--- src/rtl/chan_readout_arb.sv ---
// chan_readout_arb: round-robin readout of self-describing channel blocks
// into the event-builder FIFO, with a fixed 2-cycle ack-to-write latency.

module chan_readout_arb #(
    parameter int NCH = 16,
    parameter int GW  = 4
) (
    input  logic              clk,
    input  logic              reset,
    input  logic              enable,
    input  logic [NCH-1:0]    req,
    output logic [NCH-1:0]    ack,
    input  logic [NCH*16-1:0] din,
    input  logic              afull,
    output logic [15:0]       odata,
    output logic              owr,
    output logic              busy,
    output logic [GW-1:0]     gnt,
    output logic [15:0]       blkcnt,
    output logic [7:0]        errcnt
);

    typedef enum logic [2:0] {
        S_IDLE,
        S_SETTLE,
        S_HEAD,
        S_DATA,
        S_DRAIN,
        S_GAP
    } state_t;

    state_t      state;
    state_t      state_n;
    logic        phase;
    logic        phase_n;
    logic [8:0]  rem;
    logic        blk_ok;
    logic        ack_d1;
    logic        disc_d1;

    logic        ack_en;
    logic        grant;
    logic        good_hdr;
    logic        bad_hdr;
    logic        dec_rem;
    logic        blk_done;

    logic        pick_found;
    logic [GW-1:0] pick_idx;
    logic [GW-1:0] scan_idx;

    logic [15:0] chan_word [NCH];
    logic [15:0] cur;

    for (genvar k = 0; k < NCH; k++) begin : g_word
        assign chan_word[k] = din[16*k +: 16];
    end

    assign cur  = chan_word[gnt];
    assign busy = (state != S_IDLE);

    // First requester strictly after the last grant, wrapping at NCH-1
    always_comb begin
        pick_found = 1'b0;
        pick_idx   = gnt;
        scan_idx   = gnt;
        for (int i = 0; i < NCH; i++) begin
            if (scan_idx == GW'(NCH - 1))
                scan_idx = '0;
            else
                scan_idx = scan_idx + 1'b1;
            if (!pick_found && req[scan_idx]) begin
                pick_found = 1'b1;
                pick_idx   = scan_idx;
            end
        end
    end

    always_ff @(posedge clk) begin
        if (reset) begin
            state <= S_IDLE;
            phase <= 1'b0;
        end else begin
            state <= state_n;
            phase <= phase_n;
        end
    end

    always_comb begin
        state_n  = state;
        phase_n  = 1'b0;
        ack_en   = 1'b0;
        grant    = 1'b0;
        good_hdr = 1'b0;
        bad_hdr  = 1'b0;
        dec_rem  = 1'b0;
        blk_done = 1'b0;
        unique case (state)
            S_IDLE: begin
                if (enable && pick_found) begin
                    grant   = 1'b1;
                    state_n = S_SETTLE;
                end
            end
            S_SETTLE: begin
                state_n = S_HEAD;
            end
            S_HEAD: begin
                // A bad header is consumed even under afull: it never writes
                if (!cur[15]) begin
                    ack_en  = 1'b1;
                    bad_hdr = 1'b1;
                    state_n = S_DRAIN;
                end else if (!afull) begin
                    ack_en   = 1'b1;
                    good_hdr = 1'b1;
                    if (cur[8:0] == 9'd0)
                        state_n = S_DRAIN;
                    else
                        state_n = S_DATA;
                end
            end
            S_DATA: begin
                if (!afull) begin
                    ack_en  = 1'b1;
                    dec_rem = 1'b1;
                    if (rem == 9'd1)
                        state_n = S_DRAIN;
                end
            end
            S_DRAIN: begin
                phase_n = ~phase;
                if (phase) begin
                    blk_done = blk_ok;
                    state_n  = S_GAP;
                end
            end
            S_GAP: begin
                phase_n = ~phase;
                if (phase)
                    state_n = S_IDLE;
            end
            default: begin
                state_n = S_IDLE;
            end
        endcase
    end

    always_comb begin
        ack = '0;
        if (ack_en)
            ack[gnt] = 1'b1;
    end

    always_ff @(posedge clk) begin
        if (reset) begin
            gnt     <= GW'(NCH - 1);
            rem     <= '0;
            blk_ok  <= 1'b0;
            ack_d1  <= 1'b0;
            disc_d1 <= 1'b0;
            owr     <= 1'b0;
            odata   <= '0;
            blkcnt  <= '0;
            errcnt  <= '0;
        end else begin
            if (grant)
                gnt <= pick_idx;
            if (good_hdr)
                rem <= cur[8:0];
            else if (dec_rem)
                rem <= rem - 9'd1;
            if (good_hdr)
                blk_ok <= 1'b1;
            else if (bad_hdr)
                blk_ok <= 1'b0;
            // The acked word shows on din one cycle later; capture it then
            ack_d1  <= ack_en;
            disc_d1 <= bad_hdr;
            owr     <= ack_d1 && !disc_d1;
            if (ack_d1 && !disc_d1)
                odata <= cur;
            if (blk_done)
                blkcnt <= blkcnt + 16'd1;
            if (bad_hdr && errcnt != 8'hFF)
                errcnt <= errcnt + 8'd1;
        end
    end

    a_ack_onehot : assert property (
        @(posedge clk) disable iff (reset) $onehot0(ack));

    a_ack_state : assert property (
        @(posedge clk) disable iff (reset)
        (ack != '0) |-> (state inside {S_HEAD, S_DATA}));

endmodule

--- config.mk ---
export PLATFORM = sky130hd
export DESIGN_NAME = chan_readout_arb
export DESIGN_NICKNAME = d
export VERILOG_FILES = /design/src/rtl/chan_readout_arb.sv
export SDC_FILE = /design/constraint.sdc
export NUM_CORES = 1
export LEC_CHECK = 0
export ABC_AREA = 1
export CELL_PAD_IN_SITES_DETAIL_PLACEMENT = 1
export CELL_PAD_IN_SITES_GLOBAL_PLACEMENT = 1
export CORE_MARGIN = 2
export CORE_UTILIZATION = 30
export CTS_CLUSTER_SIZE = 8
export DETAILED_ROUTE_END_ITERATION = 10
export PLACE_DENSITY = 0.91
export SYNTH_ARGS = -nofsm -noshare
export SYNTH_HDL_FRONTEND = slang
export SYNTH_SLANG_ARGS = --single-unit
--- constraint.sdc ---
create_clock -name clk -period 14.9 [get_ports clk]
set_input_delay 3.725 -clock clk [delete_from_list [all_inputs] [get_ports clk]]
set_output_delay 3.725 -clock clk [all_outputs]
set_load 0.01 [all_outputs]
==> impl_results.md <==
- Status: complete, no violations
- Leakage: 4.83 nW
- Fin. Hold Viols: 0
- # rows: 58
- Seq/Total Area, Yosys: 16.2%
- Dpl hpwl: 29300 um
- Reg2reg start: gnt[0]
- Inserted Clock Buffers: 9
- Kind of end point of the critical path: output port
- Nets: 1924
- Synthesized area: 7550 um2
- Port Buffer Count: roughly 340
- Synth Register Bits: 61
- Vias in the first global route: 10900
- Initial DRT Pass Iterations: 4
- Seq. cell area: roughly 1200 um2
- FF-to-FF path depth: 25
- Hold endpoint: owr
- Setup Viol. Count Final: 0
- Fin area: 11400 um2
- Final Max Tran Viols: 0
- Drt total wl: around 37000 um
- Skew final: 0.00485 ns
- Via count: 10400
- Total gr overflow: 0
- Initial drt markers: approximately 510
- Maximum number of pins on one net before global-route repair: 93
- Final core utilization: between 40% and 50%
- Reg2reg end: gnt[2]
- Most frequent cells in the layout: 337 x clkdlybuf4s50_1, 275 x nand2_1, 220 x nor2_1
- CP max FO: 13
- Clk buf depth: 2
- CP bufs+invs: 5
- Clk slew on worst S/H paths: 0.05 ns
- Area grow syn2layout: 51.3%
- I/O Pins: 338
- CTS resizes: 0
- Synth Area in Simple Gates: 43.8%
- Cell Chain, Critical Path: clkdlybuf4s50_1 > o21ai_0 > o22ai_1 > nand2_1 > nand4_1 > inv_1 > nor2_1 > nand2_1 > inv_1 > nor3_1 > inv_1 > nand2_1 > nor2_1 > clkdlybuf4s50_1
- RSZ-0062 raised after global routing: no
- Drt drc: 0
- Largest family of logic cells by synthesized area: simple AND/OR/NAND/NOR gates
- Setup TNS Final: 0 ns
- Number of hold buffers added after cts: 0
- Max-cap violations: 0
- Mapped Avg Cell Area: 5.61 um2
- Post-synthesis adder-cell area fraction: 2.49%
- Pre-CTS setup slack: 4.19 ns
- CP startpoint: din[111]
- Family with the most delay on the worst path: buffers and inverters
- Rel. slew slack: between 20% and 30%
- First-pass GRT wire length: 56900 um
- Postcts setup bufs: 0
- Post-synthesis instance total: 1346
- Antenna violations before repair: 10
- Fmax: approximately 0.093 GHz
- Root Buffer Master: clkbuf_16
- Reg2reg setup slack: 8.97 ns
- Footprint of the multi-input gates: 5490 um2
- Tmin final: 10.81 ns
- Vias per inst: ~5.2
- Core footprint: approximately 25000 um2
- Least-Margin Pin Slew: between 1 and 1.5 ns
- Final antenna-violating net count: 0
- Distinct cells, synth: 47
- Clk Latency, worst-skew pair: 0.33 ns
- CTS tree: yes
- Dpl cell area: 11100 um2
- Maximum vdd ir drop: about 0.00017 V
- Warnings from Yosys: 0
- Fillers: 3370
- CP Launch Type: input port
- Die Wd: 163 um
- WHS Path Cells: 1
- Part of the cycle the worst path needs: 72.5%
- Power Density: 246 nW/um2
- Die height: ~160 um
- Slowest CP cell: clkdlybuf4s50_1
- Setup ws final: 4.09 ns
- Synth Area in XOR/XNOR: 1.04%
- Synthesized net count: 1637
- Mux share of post-synthesis cell area: 0%
- # clock sinks: 61
- Type of the worst setup path: in -> out
- DR WL/cell: 18.5 um
- Initial Util: 30.3%
- # H-tree levels: 3
- Final RePlAce weighted congestion: 0.932
- GRT Resource Usage Total: 27.2%
- Die area: 26500 um2
- Synth Area in Compound Gates: approximately a quarter
- CP peak stage delay: between 0.5 and 0.6 ns
- Worst EP arrival: roughly 7 ns
- Worst EP required: about 11 ns
- Layout cells sized above 1: 6.35%
- Commonest non-fill, non-tap cell in the layout: clkdlybuf4s50_1
- Worst Hold Launch: disc_d1
- Worst min-delay path category: reg -> reg
[stage by stage]
stage / total power, mW / hold slack [ns] / cells
CTS: 2.80 / 0.445 / 1967
global placement: 2.50 / 0.424 / 1952
global route: 3.10 / 0.479 / 1977
detailed placement: 2.56 / 0.436 / 1952
floorplan: 1.93 / 0.397 / 1346
finish: 2.81 / 0.440 / 1977
[state kept, by name, indices dropped and copies added, names as in the netlist]
signal and count:
errcnt 8, disc_d1 1, blkcnt 16, phase 1, ack_d1 1, owr 1, state 3, odata 16
blk_ok 1, rem 9, gnt 4
[routing by layer]
layer  wire (um)  global-route usage (%)  up-vias
li1            -                       -     5083
met3        1770                    4.41       97
met5           0                       0        -
met2       18500                    49.7      323
met4        1990                    14.6        0
met1       14200                    30.1     4876
[cell families (layout without fill, tap and decap cells)]
| family | after synthesis | after routing |
|---|---|---|
| other | 0 | 10 |
| buffers and inverters | 208 | 499 |
| flip-flops | 61 | 61 |
| AND/OR/NAND/NOR | 709 | 709 |
| AO/OA/AOI/OAI | 344 | 344 |
| XOR/XNOR | 9 | 9 |
| adder cells (fa/ha/maj) | 15 | 15 |
[worst reg2reg max path: cells and delay by family (launching register included)]
kind | cells | cell delay (ns)
simple gates | 19 | 3.22
fa+ha+maj | 1 | 0.45
buf+inv | 2 | 0.83
flops | 1 | 0.67
compound gates | 3 | 0.64
[Yosys cell counts (all sizes together)]
library cell  instances  area share (%)
inv                 137             6.8
nor3                 18             1.2
clkinv                1           0.050
nand3b                6            0.81
dfxtp                61              16
clkbuf               51             2.5
a31oi                 8            0.66
nand2               305              17
a21oi                63             4.4
nor2                228              12
or2                   4            0.33
a22o                 11             1.3
o211ai                1           0.099
o21a                  3            0.30
and2                  2            0.20
nor4                  1           0.083
o22ai                65             5.4
buf                  19             1.8
xor2                  4            0.46
a32oi                 1            0.12
a221oi                8            0.93
ha                   15             2.5
xnor2                 5            0.58
and3                  1           0.083
o21ai               184              12
nand4                21             1.9
nand3               122             9.9
nor3b                 1           0.099
[worst max-delay path by stage]
| stage | to | slack, ns | depth (start not counted) |
|---|---|---|---|
| 6_report | ack[13] | 4.09 | 14 |
| 5_1_grt | ack[13] | 3.82 | 14 |
| 4_1_cts | ack[14] | 4.09 | 14 |
| 3_5_place_dp | ack[14] | 4.19 | 14 |
| 3_3_place_gp | ack[14] | 4.47 | 14 |
| 2_1_floorplan | ack[0] | 6.20 | 12 |
[where the power goes]
group / switching, mW / internal (mW) / leakage (nW) / total, mW
logic: 1.62 / 0.729 / 4.18 / 2.35
registers: 0.0417 / 0.191 / 0.494 / 0.233
clock network: 0.0741 / 0.150 / 0.156 / 0.224
[final cells by class]
class	instances	share of cell area (%)
antenna	10	0.219
sequential	61	10.7
inverter	138	4.58
multi-input combinational	1077	48.0
tap	330	3.61
timing repair buffer	346	30.1
clock inverter	4	0.624
clock buffer	11	2.12
No activity file was read; power rests on OpenSTA's default activity.
==> RTL change 1, RTL diff (same settings) <==
`GW`: 4 -> 2.
--- a/src/rtl/chan_readout_arb.sv
+++ b/src/rtl/chan_readout_arb.sv
@@ -4,5 +4,5 @@
 module chan_readout_arb #(
     parameter int NCH = 16,
-    parameter int GW  = 4
+    parameter int GW  = 2
 ) (
     input  logic              clk,
Interface: changed (resized gnt); port bits go from 338 to 336. The function was not compared with the original's and may differ.
==> RTL change 1 against the original RTL <==
  * Register-to-register slack gained 3500 ps
  * Critical path depth down 5
  * Final area decreased by 54%
  * Wire length fell by 59%
  * Count of clock-buffer cells in the layout is 1 higher
  * Non-clock buffer count fell by 223
  * Sequential share of layout area rose by 12 points
  * Total power is 70% lower
  * Setup slack gained 1200 ps
  * Sequential cell count shrank 2
  * Via count down 58%
  * Area after synthesis down 51%
  * Largest cell class unchanged
  * Highest routed layer is now met5
==> RTL change 1: results (changes against the original RTL) <==
Initial DRC Count 284 (was 506); worst slew pin tran 992 ps (was 1080 ps); half-perimeter wire length after placement 11200 um (was 29300 um); Global Route met2 Usage 37.0% (was 49.7%); share of cells above drive strength 1 7.70% (was 6.35%); largest cells by area after synthesis dfxtp_1, nand2_1, o21ai_0, a21oi_1, nor2_1 (was dfxtp_1, nand2_1, o21ai_0, nor2_1, nand3_1); flop2flop setup slack 12490 ps (was 8970 ps); post-synth cell types 40 (was 47); RR Endpoint gnt[0]$_SDFFE_PP1P_ (was gnt[2]$_SDFFE_PP1P_); WL met2 6750 um (was 18500 um); largest net degree at the start of global routing 39 (was 93); Hold Crit Start errcnt[4]$_SDFFE_PP0P_ (was disc_d1$_SDFF_PP0_); sequential area share after synthesis 31.8% (was 16.2%); crit path DAT 5910 ps (was 7080 ps); IO buf count 119 (was 337); Setup crit end ack[2] (was ack[13]); Reg2Reg Depth 13 (was 25); first-pass GRT wire length 23400 um (was 56900 um); Hold Path Sink errcnt[4]$_SDFFE_PP0P_ (was owr$_SDFF_PP0_); total track usage 23.0% (was 27.2%); # diodes 0 (was 10); Inverters 64 (was 138); number of non-clock buffers 123 (was 346); fraction of area in multi-input gates 40.3% (was 48.0%); clk_skew 10.3 ps (was 4.85 ps); Fin. Hold Viols 0 (unchanged); GR Layer Usage met1 31.1% (was 30.1%); drt via density 5.04 (was 5.25); initial antenna violation count 2 (was 10); fill count 1530 (was 3370); met3 GRT Util 6.11% (was 4.41%); status completed (unchanged); vias in the first global route 4354 (was 10900); storage element area 1180 sq um (was 1230 sq um); peak supply drop 0.0726 mV (was 0.166 mV); Final #Nets 967 (was 1924); max incr delay on CP 520 ps (was 580 ps); Yosys top cell area share 31.8% (was 16.2%); Multi-Input Combinational 426 (was 1077); clkbuf count 12 (was 11); Primary FF master, synth dfxtp_1 (unchanged); Post-synth top cells nand2_1, nor2_1, dfxtp_1, inv_1, o21ai_0 (was nand2_1, nor2_1, o21ai_0, inv_1, nand3_1); Lkg Pwr 2.28 nW (was 4.83 nW); Cell Int Power 0.000470 W (was 0.00107 W); Met3 Routed Length 1110 um (was 1770 um); drt wl/cell 17.5 um (was 18.5 um); worst-path maximum fanout 5 (was 13); M1 wire length 6930 um (was 14200 um); buffer share of cell area 23.0% (was 30.1%); FFs & Latches 59 (was 61); top sig layer met5 (was met4); Worst Setup SP din[63] (was din[111]); ClkCell Share 5.91% (was 2.75%); GPL Wtd Cong 0.891 (was 0.932); hold depth 2 (was 1)
[RTL change 1: through the flow]
stage,total power [W],cells,worst slack [ps],instance area (sq um),hold slack [ps]
2_1_floorplan,0.000478,580,6670,3750,457
3_3_place_gp,0.000603,840,5360,5000,447
3_5_place_dp,0.000624,840,5290,5000,463
4_1_cts,0.000849,856,5250,5310,462
5_1_grt,0.000908,856,5170,5310,485
6_report,0.000850,856,5270,5310,460
[RTL change 1: power groups by stage]
stage,Clock (W),Combinational [W],Sequential [W]
final,0.000216,0.000433,0.000201
after global routing,0.000225,0.000480,0.000204
after detailed placement,0,0.000422,0.000202
after global placement,0,0.000402,0.000201
after floorplan,0,0.000274,0.000204
after CTS,0.000218,0.000431,0.000201
[RTL change 1: logic make-up after synthesis]
| kind of cell | synth area share (%) |
|---|---|
| DFF | 31.8 |
| xor gates and xnor gates | 1.65 |
| buffers and inverters | 11.6 |
| and+or+nand+nor | 35.1 |
| other | 0.101 |
| AOI/OAI and AO/OA | 17.0 |
| adders and majority gates | 2.70 |
==> RTL change 2, RTL diff (same settings) <==
Without the edit above. Reset style: asynchronous (`reset`), changed in 2 clocked blocks.
--- a/src/rtl/chan_readout_arb.sv
+++ b/src/rtl/chan_readout_arb.sv
@@ -77,5 +77,5 @@
     end
 
-    always_ff @(posedge clk) begin
+    always_ff @(posedge clk or posedge reset) begin
         if (reset) begin
             state <= S_IDLE;
@@ -153,5 +153,5 @@
     end
 
-    always_ff @(posedge clk) begin
+    always_ff @(posedge clk or posedge reset) begin
         if (reset) begin
             gnt     <= GW'(NCH - 1);
Behaviour: differs if reset is asserted again (counterexample within 4 cycles, from zero or initial values and one cycle with reset high); with reset held inactive, the same outputs for 4 cycles.
==> RTL change 2 against the original RTL <==
  * Via count shrank 4.2%
  * Total power shrank 0.51%
  * Largest power group unchanged
  * Wire length shrank 0.35%
  * Clock power shrank 10%
  * Sequential cell count is the same
  * Sequential share of layout area grew 2.9 points
  * Highest routed layer unchanged
  * Area after synthesis shrank 2.0%
  * Final area shrank 1.5%
  * Setup slack lost 83 ps
==> RTL change 2: results (changes against the original RTL) <==
status completed (unchanged); combinational power 0.00227 W (was 0.00235 W); final cell count without fillers 1885 (was 1977); Initial DRC Count 569 (was 506); vias in the first global route 10400 (was 10900); fraction of registers with async set/reset 100% (was 0%); drt total wl 36400 um (was 36500 um); Final #Nets 1842 (was 1924); switching share of power 61.0% (was 61.9%); worst slew pin tran 895 ps (was 1080 ps); largest net degree at the start of global routing 101 (was 93); post-synth cell types 51 (was 47); half-perimeter wire length after placement 29100 um (was 29300 um); crit path DAT 7160 ps (was 7080 ps); via count 9944 (was 10400); peak supply drop 0.126 mV (was 0.166 mV); Primary FF master, synth dfrtp_1 (was dfxtp_1); Post-CTS Setup Bufs 0 (unchanged); Post-Synthesis Cells 1255 (was 1346); Power, Total 0.00279 W (was 0.00281 W); total track usage 27.4% (was 27.2%); GPL Wtd Cong 0.933 (was 0.932); Adder-Cell Fraction of Synth Area 3.21% (was 2.49%); multiplexer share of the synthesized area 0.152% (was 0%); sequential area share after synthesis 20.7% (was 16.2%); share of cells above drive strength 1 6.06% (was 6.35%); initial antenna violation count 9 (was 10); Post-synth top cells nand2_1, nor2_1, o21ai_0, inv_1, nand3_1 (unchanged); drt pass-1 iters 5 (was 4); syn_nets 1550 (was 1637); clk_skew 6.94 ps (was 4.85 ps); Lkg Pwr 4.91 nW (was 4.83 nW); largest cells by area after synthesis dfrtp_1, nand2_1, o21ai_0, nor2_1, o22ai_1 (was dfxtp_1, nand2_1, o21ai_0, nor2_1, nand3_1); clock-net power 0.000201 W (was 0.000224 W); first-pass GRT wire length 56500 um (was 56900 um); worst-path maximum fanout 11 (was 13); XOR/XNOR Fraction of Synth Area 3.06% (was 1.04%)
-- RTL change 2: area by class of cell --
type	instances	area (sq um)
multi-input combinational	1021	5160
fill	3229	13000
sequential	61	1540
clock buffer	10	229
tap	324	405
timing repair buffer	345	3430
inverter	109	414
clock inverter	5	52.6
antenna	10	25.0
-- RTL change 2: kinds of logic (layout without fill, tap and decap cells) --
| family | after synthesis | count (layout) |
|---|---|---|
| XOR/XNOR | 25 | 25 |
| multiplexers | 1 | 1 |
| adder cells (fa/ha/maj) | 19 | 19 |
| AND/OR/NAND/NOR | 696 | 696 |
| AO/OA/AOI/OAI | 280 | 280 |
| buffers and inverters | 173 | 469 |
| other | 0 | 10 |
| flip-flops | 61 | 61 |
-- RTL change 2: final timing paths --
check	start	end	slack (ps)	cells past startpoint
setup reg to reg	gnt[0]$_DFFE_PP1P_	gnt[0]$_DFFE_PP1P_	8870	20
hold / removal	phase$_DFF_PP0_	phase$_DFF_PP0_	480	1
min in group asynchronous	reset	blkcnt[15]$_DFFE_PP0P_	3960	3
setup / recovery	din[223]	ack[12]	4010	14
hold reg to reg	phase$_DFF_PP0_	phase$_DFF_PP0_	480	1
max in group asynchronous	reset	blk_ok$_DFFE_PP0P_	10410	3
-- RTL change 2: critical path, cell delays in order --
cell and delay [ps]:
clkdlybuf4s50_1 400, o21ai_0 320, o22ai_1 210, nand2_1 100, nand4_1 230, inv_1 130, nor2_1 60, nand2_1 250
inv_1 210, nor3_1 360, inv_1 190, nand2_1 330, nor2_1 70, clkdlybuf4s50_1 580
-- RTL change 2: layer usage --
layer  share of wire (%)  track usage, %  wire length [um]  vias to the layer above
li1                    -               -                 -                     4757
met1                  39            31.6             14200                     4777
met2                  51            49.4             18600                      317
met3                 5.0            4.39              1820                       93
met4                 4.8            13.0              1760                        0
met5                   0               0                 0                        -
